### src/rtl/floor_call_register_if.sv
// Bundle between the call-button block and the movement controller: raw buttons and
// car position in, call LEDs, service pulses and direction hints out.
interface floor_call_register_if #(
  parameter int NUM_FLOORS = 3,
  parameter int FLOOR_W    = $clog2(NUM_FLOORS)
);
  logic [NUM_FLOORS-1:0] buttons;
  logic [FLOOR_W-1:0]    floor;
  logic                  move_handler;
  logic [NUM_FLOORS-1:0] leds;
  logic [NUM_FLOORS-1:0] served;
  logic                  pending_above;
  logic                  pending_below;
  logic                  pending_any;

  modport master (
    output buttons, floor, move_handler,
    input  leds, served, pending_above, pending_below, pending_any
  );

  modport slave (
    input  buttons, floor, move_handler,
    output leds, served, pending_above, pending_below, pending_any
  );
endinterface

### src/rtl/floor_call_register.sv
// N-floor call register: synchronise + debounce each button, latch calls, clear on service.
// Optional build macro FLOOR_CALL_CANCEL_EN: pressing a lit call away from the car cancels it.
module floor_call_register #(
  parameter int NUM_FLOORS      = 3,
  parameter int FLOOR_W         = $clog2(NUM_FLOORS),
  parameter int DEBOUNCE_CYCLES = 4,
  parameter int CNT_W           = $clog2(DEBOUNCE_CYCLES + 1)
) (
  input logic                  clk,
  input logic                  button_reset,
  floor_call_register_if.slave bus
);

  localparam int CW = (CNT_W < 1) ? 1 : CNT_W;

  logic [NUM_FLOORS-1:0] s1;
  logic [NUM_FLOORS-1:0] s2;
  logic [NUM_FLOORS-1:0] db;
  logic [NUM_FLOORS-1:0] db_d;
  logic [NUM_FLOORS-1:0] press;
  logic [NUM_FLOORS-1:0] at_floor;
  logic [NUM_FLOORS-1:0] leds_q;
  logic [NUM_FLOORS-1:0] served_q;
  logic [NUM_FLOORS-1:0] leds_next;
  logic [NUM_FLOORS-1:0] served_next;
  logic                  above;
  logic                  below;

  always_ff @(posedge clk or posedge button_reset) begin
    if (button_reset) begin
      s1 <= '0;
      s2 <= '0;
    end else begin
      s1 <= bus.buttons;
      s2 <= s1;
    end
  end

  generate
    if (DEBOUNCE_CYCLES == 0) begin : g_no_debounce
      assign db = s2;
    end else begin : g_debounce
      localparam logic [CW-1:0] CNT_LAST = CW'(DEBOUNCE_CYCLES - 1);
      logic [CW-1:0]         cnt [NUM_FLOORS];
      logic [NUM_FLOORS-1:0] db_q;

      // A level is accepted only after DEBOUNCE_CYCLES consecutive mismatching samples.
      always_ff @(posedge clk or posedge button_reset) begin
        if (button_reset) begin
          db_q <= '0;
          for (int i = 0; i < NUM_FLOORS; i++) cnt[i] <= '0;
        end else begin
          for (int i = 0; i < NUM_FLOORS; i++) begin
            if (s2[i] == db_q[i]) begin
              cnt[i] <= '0;
            end else if (cnt[i] == CNT_LAST) begin
              db_q[i] <= s2[i];
              cnt[i]  <= '0;
            end else begin
              cnt[i] <= cnt[i] + CW'(1);
            end
          end
        end
      end

      assign db = db_q;
    end
  endgenerate

  always_ff @(posedge clk or posedge button_reset) begin
    if (button_reset) db_d <= '0;
    else              db_d <= db;
  end

  assign press = db & ~db_d;

  // An out-of-range floor simply matches no channel.
  always_comb begin
    at_floor = '0;
    for (int i = 0; i < NUM_FLOORS; i++) begin
      at_floor[i] = !bus.move_handler && (int'(bus.floor) == i);
    end
  end

  always_comb begin
    leds_next   = leds_q;
    served_next = '0;
    for (int i = 0; i < NUM_FLOORS; i++) begin
      if (at_floor[i]) begin
        leds_next[i]   = 1'b0;
        served_next[i] = leds_q[i] | press[i];
      end else if (press[i]) begin
`ifdef FLOOR_CALL_CANCEL_EN
        leds_next[i] = ~leds_q[i];
`else
        leds_next[i] = 1'b1;
`endif
      end
    end
  end

  always_ff @(posedge clk or posedge button_reset) begin
    if (button_reset) begin
      leds_q   <= '0;
      served_q <= '0;
    end else begin
      leds_q   <= leds_next;
      served_q <= served_next;
    end
  end

  always_comb begin
    above = 1'b0;
    below = 1'b0;
    for (int i = 0; i < NUM_FLOORS; i++) begin
      if (leds_q[i] && (i > int'(bus.floor))) above = 1'b1;
      if (leds_q[i] && (i < int'(bus.floor))) below = 1'b1;
    end
  end

  assign bus.leds          = leds_q;
  assign bus.served        = served_q;
  assign bus.pending_above = above;
  assign bus.pending_below = below;
  assign bus.pending_any   = |leds_q;

endmodule
### src/flat_wrapper.sv
// flat-port wrapper written by rule: the top's interface ports become plain ports
module floor_call_register_flat 
#(
  parameter int NUM_FLOORS      = 3,
  parameter int FLOOR_W         = $clog2(NUM_FLOORS),
  parameter int DEBOUNCE_CYCLES = 4,
  parameter int CNT_W           = $clog2(DEBOUNCE_CYCLES + 1)
)
  (clk, button_reset, bus_buttons, bus_floor, bus_move_handler, bus_leds, bus_served, bus_pending_above, bus_pending_below, bus_pending_any);
  floor_call_register_if #(.NUM_FLOORS(NUM_FLOORS), .FLOOR_W(FLOOR_W)) bus_i ();
  input logic clk;
  input logic button_reset;
  input wire logic [$bits(bus_i.buttons)-1:0] bus_buttons;
  input wire logic [$bits(bus_i.floor)-1:0] bus_floor;
  input wire logic [$bits(bus_i.move_handler)-1:0] bus_move_handler;
  output wire logic [$bits(bus_i.leds)-1:0] bus_leds;
  output wire logic [$bits(bus_i.served)-1:0] bus_served;
  output wire logic [$bits(bus_i.pending_above)-1:0] bus_pending_above;
  output wire logic [$bits(bus_i.pending_below)-1:0] bus_pending_below;
  output wire logic [$bits(bus_i.pending_any)-1:0] bus_pending_any;
  assign bus_i.buttons = bus_buttons;
  assign bus_i.floor = bus_floor;
  assign bus_i.move_handler = bus_move_handler;
  assign bus_leds = bus_i.leds;
  assign bus_served = bus_i.served;
  assign bus_pending_above = bus_i.pending_above;
  assign bus_pending_below = bus_i.pending_below;
  assign bus_pending_any = bus_i.pending_any;
  floor_call_register #(.NUM_FLOORS(NUM_FLOORS), .FLOOR_W(FLOOR_W), .DEBOUNCE_CYCLES(DEBOUNCE_CYCLES), .CNT_W(CNT_W)) u_core (.clk(clk), .button_reset(button_reset), .bus(bus_i));
endmodule
### config.mk
export PLATFORM = sky130hd
export DESIGN_NAME = floor_call_register_flat
export DESIGN_NICKNAME = d
export VERILOG_FILES = /design/src/rtl/floor_call_register_if.sv /design/src/rtl/floor_call_register.sv /design/src/flat_wrapper.sv
export SDC_FILE = /design/constraint.sdc
export NUM_CORES = 1
export LEC_CHECK = 0
export BUFFER_PORTS_ARGS = -buffer_cell sky130_fd_sc_hd__buf_2
export CORE_UTILIZATION = 56
export DETAILED_ROUTE_END_ITERATION = 8
export PLACE_DENSITY = 0.91
export RECOVER_POWER = 50
export SLEW_MARGIN = 20
export SYNTH_ARGS = -nofsm -noshare
export SYNTH_HDL_FRONTEND = slang
export SYNTH_SLANG_ARGS = --single-unit
### constraint.sdc
create_clock -name clk -period 1.7 [get_ports clk]
set_input_delay 0.085 -clock clk [delete_from_list [all_inputs] [get_ports clk]]
set_output_delay 0.085 -clock clk [all_outputs]
set_load 0.005 [all_outputs]
==> results by group, run 1 <==
Critical path
  – R2r setup slk: 0.47 ns
  – CP max stage delay: 0.38 ns
  – Cell depth of the worst setup path: 3
  – Worst path cell trace: ha_1 > nor2b_1 > mux2_2
  – Crit-path max FO: 2
  – Critical-path top delay cell: dfrtp_1
  – Critical path type: register to register
  – CP Launch Type: register
  – Top delay family on crit path: flip-flops
  – CP Capture Type: register
  – Req. time, crit path: 1.91 ns
  – Buffers and inverters on the worst path: 0
  – Worst Path Arrival: 1.44 ns
  – R2R depth: 3
  – Worst R2R End: u_core.db[0]$_DFFE_PP0P_
  – Reg-to-reg startpoint: u_core.g_debounce.cnt[6]$_DFF_PP0_

Clocking
  – Hold Buf Count CTS: 5
  – Root Driver: clkbuf_4
  – Clock-pin slew on the worst setup and hold paths: 0.13 ns
  – CTS Buf Count: 3
  – TritonCTS clock tree: done
  – Skew-Pair Late Insertion Delay: 0.31 ns
  – Post-CTS sizing: 0
  – H-tree depth: 1
  – Post-CTS setup buffers: 0
  – Clock sink count: 27
  – CTS Buffer Depth: 2

Die
  – Rows: 14
  – Die width: 44.2 um
  – Initial Util: 0.632
  – Core ar.: 1580 um^2
  – Die height: 44.2 um
  – # IOs: 17
  – Die ar.: 1950 um^2

Outcome
  – Status: finished clean

Pwr
  – P per Cell Area: 1400 nW/um^2
  – Leakage: 0.000574 uW
  – Maximum VDD drop: 0.000860 V

Synth
  – Yosys warns: 0
  – Syn nets: 82
  – Post-synthesis cell type count: 16
  – Register bit total from synthesis: 27
  – Syn avg cell area: 14.0 um^2
  – Syn Inst Count: 71
  – Sequential share of the synthesized area: 0.678
  – Synth Cell Area: 996 um^2

GRT
  – Total track usage: 0.178
  – Initial antenna violation count: 0
  – Vias in the first global route: 670
  – First-pass GRT wire length: 2480 um
  – GR Overflow Total: 0
  – Largest net degree at the start of global routing: 28

Worst hold path
  – Hold Path Class: input pin to register
  – Hold EP: u_core.bus.served[1]$_DFF_PP0_
  – Hold path cells: 2
  – Hold Startpoint: bus_floor[1]

Drt
  – First-pass DRT Iterations: 6
  – DR iter-0 viols: 4
  – Detailed-route wire length per cell: 13.1 um
  – DR DRC count: 0
  – Vias: 622
  – DR vias/cell: 5.50
  – WL final: 1480 um
  – DRT antenna net count: 0

Layout
  – Proportion of layout cells with a drive suffix above 1: 0.278
  – Sequential Area: 676 um^2
  – Final #Nets: 109
  – Ant. Diodes: 0
  – Fillers: 96
  – Multi-input gate area: 298 um^2
  – Area Overhead vs Synth: 18.2%

Timing
  – Setup Skew: 0.00512 ns
  – Setup TNS: 0 ns
  – RSZ-0062 raised after global routing: no
  – Tcrit/Tclk final: 0.721
  – Hold Fails Final Rpt: 0
  – Tmin final: 1.23 ns
  – Worst slew pin tran: 0.611 ns
  – Final Slew Violations: 0
  – Maximum achievable frequency: 816 MHz
  – Final setup violation count: 0
  – Hold Slack: 0.0123 ns
  – Rel. slew slack: 0.592

Flow run
  – Max-cap violations: 0

Placed design
  – GP Congestion: 0.805
  – Post-DP HPWL: 1060 um
  – IO buf count: 16
worst max path at each step:
stage / endpoint / startpoint / slack [ns]
floorplan: u_core.db[0]$_DFFE_PP0P_ / u_core.g_debounce.cnt[6]$_DFF_PP0_ / 0.60
global placement: u_core.db[0]$_DFFE_PP0P_ / u_core.g_debounce.cnt[6]$_DFF_PP0_ / 0.57
detailed placement: u_core.db[2]$_DFFE_PP0P_ / u_core.g_debounce.cnt[0]$_DFF_PP0_ / 0.50
CTS: u_core.db[2]$_DFFE_PP0P_ / u_core.g_debounce.cnt[0]$_DFF_PP0_ / 0.48
global route: u_core.db[0]$_DFFE_PP0P_ / u_core.g_debounce.cnt[6]$_DFF_PP0_ / 0.40
finish: u_core.db[0]$_DFFE_PP0P_ / u_core.g_debounce.cnt[6]$_DFF_PP0_ / 0.47
worst register-to-register path, stage by stage (launching register included):
cell	delay (ns)
dfrtp_1	0.38
ha_1	0.17
nor2b_1	0.22
mux2_2	0.36
metal layers:
metal	wire length (um)	vias up	track usage
li1	-	295	-
met1	626	297	0.175
met2	744	23	0.326
met3	65	7	0.0327
met4	46	0	0.133
met5	0	-	0
per-stage QoR:
step	power [uW]	utilization	instance area (um^2)	std cells	setup slack, ns
floorplan	1240	-	996	71	0.604
global placement	1360	0.700	1100	104	0.569
detailed placement	1400	0.700	1100	104	0.497
CTS	1670	0.748	1180	113	0.479
global route	1750	0.747	1180	113	0.401
finish	1650	0.747	1180	113	0.474
logic make-up after synthesis:
kind of cell / synth area share
flip-flops: 0.678
AND/OR/NAND/NOR: 0.113
AO/OA/AOI/OAI: 0.0879
buffers and inverters: 0.0226
XOR/XNOR: 0.0264
multiplexers: 0.0339
adder cells (fa/ha/maj): 0.0377
synth_stat cells:
| master | instances | area (um^2) |
|---|---|---|
| dfrtp_1 | 27 | 676 |
| nor2b_1 | 6 | 37.5 |
| inv_1 | 5 | 18.8 |
| nand2b_1 | 4 | 25.0 |
| a2111oi_2 | 3 | 45.0 |
| a22oi_1 | 3 | 22.5 |
| ha_1 | 3 | 37.5 |
| mux2_2 | 3 | 33.8 |
| nor3_1 | 3 | 15.0 |
| nor3b_1 | 3 | 22.5 |
| xnor2_1 | 3 | 26.3 |
| a21oi_1 | 2 | 10.0 |
| nor2_1 | 2 | 7.51 |
| o21ai_0 | 2 | 10.0 |
| inv_2 | 1 | 3.75 |
| nand3_1 | 1 | 5.00 |
state kept, by name (all words and copies together), names as in the netlist:
register,cells
u_core.bus.served,3
u_core.g_debounce.cnt,9
u_core.s2,3
u_core.db,3
u_core.bus.leds,3
u_core.s1,3
u_core.db_d,3
power breakdown:
| part | internal (uW) | total [uW] | switching (uW) | leakage, uW |
|---|---|---|---|---|
| Clock | 91.8 | 258 | 166 | 0.0000150 |
| Combinational | 233 | 461 | 229 | 0.000224 |
| Sequential | 819 | 935 | 116 | 0.000335 |
placed cells by master, fill, tap and decap left out:
master | Yosys | final
a2111oi_2 | 3 | 3
a21oi_1 | 2 | 2
a22oi_1 | 3 | 3
buf_2 | 0 | 16
clkbuf_1 | 0 | 1
clkbuf_2 | 0 | 1
clkbuf_4 | 0 | 3
dfrtp_1 | 27 | 27
dlygate4sd3_1 | 0 | 5
ha_1 | 3 | 3
inv_1 | 5 | 5
inv_2 | 1 | 1
mux2_2 | 3 | 3
nand2b_1 | 4 | 4
nand3_1 | 1 | 1
nor2_1 | 2 | 2
nor2b_1 | 6 | 6
nor3_1 | 3 | 3
nor3b_1 | 3 | 3
o21ai_0 | 2 | 2
xnor2_1 | 3 | 3
cell type report:
type,instances,share of cell area
inverters,6,0.0191
well taps,16,0.0170
clock buffers,4,0.0223
multi-input cells,38,0.253
repair buffers,22,0.115
flip-flops and latches,27,0.574
(Power assumes the default switching activity.)
==> run 2, diff against run 1 <==
--- a/config.mk
+++ b/config.mk
@@ -6,9 +6,9 @@
 export NUM_CORES = 1
 export LEC_CHECK = 0
 export BUFFER_PORTS_ARGS = -buffer_cell sky130_fd_sc_hd__buf_2
-export CORE_UTILIZATION = 56
+export CORE_UTILIZATION = 47
 export DETAILED_ROUTE_END_ITERATION = 8
-export PLACE_DENSITY = 0.91
+export PLACE_DENSITY = 0.82
 export RECOVER_POWER = 50
 export SLEW_MARGIN = 20
 export SYNTH_ARGS = -nofsm -noshare
==> constraint.sdc (replaced) <==
create_clock -name clk -period 1 [get_ports clk]
set_input_delay 0.05 -clock clk [delete_from_list [all_inputs] [get_ports clk]]
set_output_delay 0.05 -clock clk [all_outputs]
set_load 0.005 [all_outputs]
==> run 2 against run 1 <==
Effect of this change:
- the flow now finishes with violations (setup timing)
- flip-flop and latch count did not move
- critical path depth did not move
- largest power group unchanged
- setup slack got worse by 0.66 ns
- sequential share of layout area fell by 11 points
- utilization fell by 0.50 points
- largest cell class unchanged
- die area rose by 18%
- critical endpoint is now bus_pending_any
==> results by group, run 2 (synthesis results as in run 1) <==
Layout
  – Final Non-Filler Cells: 138
  – Largest Register: u_core.g_debounce.cnt
  – Proportion of layout cells with a drive suffix above 1: 0.514
  – Max reg flops: 9
  – Fillers: 130
  – Ant. Diodes: 0
  – Final instance area: 1470 um^2
  – Most common cell after layout, fill and taps aside: dfrtp_1
  – Most frequent cells in the layout: dfrtp_1 (26), buf_2 (16), dlygate4sd3_1 (10), buf_4 (8), inv_1 (4)
  – Area Overhead vs Synth: 47.6%
  – Final #Nets: 123

Placed design
  – GP Congestion: 0.700
  – Cells after DPL: 116
  – Post-DP HPWL: 1030 um
  – Post-DP Area: 1170 um^2
  – IO buf count: 16

Worst hold path
  – Hold Startpoint: bus_floor[1]
  – Hold path cells: 2
  – Hold EP: u_core.bus.leds[2]$_DFFE_PP0P_
  – Hold Path Class: input pin to register

Timing
  – Hold Slack: 0.0274 ns
  – Setup Skew: 0.00588 ns
  – Final Slew Violations: 0
  – Setup TNS: -1.04 ns
  – Maximum achievable frequency: 845 MHz
  – Worst slew pin tran: 0.342 ns
  – Final setup violation count: 9
  – Hold Fails Final Rpt: 0
  – RSZ-0062 raised after global routing: yes
  – Tmin final: 1.18 ns
  – Rel. slew slack: 0.771
  – Fin worst setup slack: -0.184 ns
  – Tcrit/Tclk final: 1.18

Drt
  – WL final: 1960 um
  – DR DRC count: 0
  – DR iter-0 viols: 6
  – Detailed-route wire length per cell: 14.2 um
  – Vias: 698
  – DR vias/cell: 5.06
  – First-pass DRT Iterations: 4
  – DRT antenna net count: 0

Critical path
  – CP Capture Type: output port
  – Req. time, crit path: 0.95 ns
  – Crit-path max FO: 4
  – CP max stage delay: 0.45 ns
  – Critical-path top delay cell: dfrtp_1
  – Critical path type: register to output port
  – CP Launch Type: register
  – R2R depth: 3
  – Worst path cell trace: inv_1 > nand3_1 > buf_2
  – Worst Path Arrival: 1.13 ns
  – R2r setup slk: -0.16 ns
  – Reg-to-reg startpoint: u_core.g_debounce.cnt[3]$_DFF_PP0_
  – Worst R2R End: u_core.db[1]$_DFFE_PP0P_

GRT
  – Total track usage: 0.152
  – GR Overflow Total: 0
  – Initial antenna violation count: 0
  – First-pass GRT wire length: 2370 um
  – Vias in the first global route: 608
  – Largest net degree at the start of global routing: 28

Die
  – Die width: 48.0 um
  – Die height: 48.0 um
  – Core ar.: 1980 um^2
  – Initial Util: 0.503
  – Die ar.: 2310 um^2
  – # IOs: 17
  – Rows: 16

Pwr
  – Maximum VDD drop: 0.00138 V
  – Power Total: 3530 uW
  – Leakage: 0.000685 uW
  – P per Cell Area: 2400 nW/um^2

Outcome
  – Failing checks: setup timing
  – Status: finished with violations

Clocking
  – TritonCTS clock tree: done
  – Clock sink count: 27
  – CTS Buffer Depth: 2
  – H-tree depth: 1
  – Root Driver: clkbuf_4
  – Clock-pin slew on the worst setup and hold paths: 0.14 ns
  – Skew-Pair Late Insertion Delay: 0.33 ns
  – CTS Buf Count: 3

Flow run
  – Max-cap violations: 0
-- run 2: changes by cell type in the layout (fill, tap and decap cells not counted), sizes merged --
cell / previous run / this run
buf: 16 / 26
dlygate4sd3: 5 / 10
clkbuf: 5 / 3
clkinv: 0 / 1
-- run 2: final cells by class --
cell class | count | area, um^2 | area share
multi-input combinational | 38 | 447 | 0.304
inverter | 6 | 22.5 | 0.0153
clock buffer | 3 | 22.5 | 0.0153
clock inverter | 1 | 5.00 | 0.00340
timing repair buffer | 36 | 263 | 0.179
sequential | 27 | 677 | 0.460
tap | 27 | 33.8 | 0.0230
-- run 2: metal layers --
layer	up-vias	GRT usage	part of all wire
li1	326	-	-
met1	338	0.167	0.42
met2	26	0.270	0.52
met3	8	0.0226	0.035
met4	0	0.100	0.034
met5	-	0	0
-- run 2: repair_timing --
item                       CTS  global route
setup endpoints to repair    8            14
hold buffers                 5             5
hold endpoints to repair    34             2
gates resized for setup      3            19
setup buffers                3             5
pin swaps                    5             7
-- run 2: power breakdown --
part / internal, uW / leakage, uW / switching (uW)
sequential: 1400 / 0.000334 / 244
clock: 150 / 0.0000177 / 322
combinational: 809 / 0.000333 / 609
-- run 2: metrics by stage --
step,setup slack (ns),utilization
after detailed placement,-0.104,0.588
after global placement,-0.0688,0.588
after global routing,-0.247,0.742
after CTS,-0.131,0.639
final,-0.184,0.742
after floorplan,-0.0518,-
-- run 2: worst max path at each step --
stage | start | end | cells past startpoint
2_1_floorplan | u_core.g_debounce.cnt[6]$_DFF_PP0_ | u_core.db[0]$_DFFE_PP0P_ | 3
6_report | u_core.bus.leds[0]$_DFFE_PP0P_ | bus_pending_any | 3
4_1_cts | u_core.bus.leds[2]$_DFFE_PP0P_ | bus_pending_below | 3
3_5_place_dp | u_core.g_debounce.cnt[3]$_DFF_PP0_ | u_core.db[1]$_DFFE_PP0P_ | 3
3_3_place_gp | u_core.g_debounce.cnt[3]$_DFF_PP0_ | u_core.db[1]$_DFFE_PP0P_ | 3
5_1_grt | u_core.bus.leds[0]$_DFFE_PP0P_ | bus_pending_below | 3
-- run 2: critical path, delay by kind of cell (launching register included) --
family,cells,cell delay [ns]
buffers and inverters,2,0.27
flip-flops,1,0.45
AND/OR/NAND/NOR,1,0.09
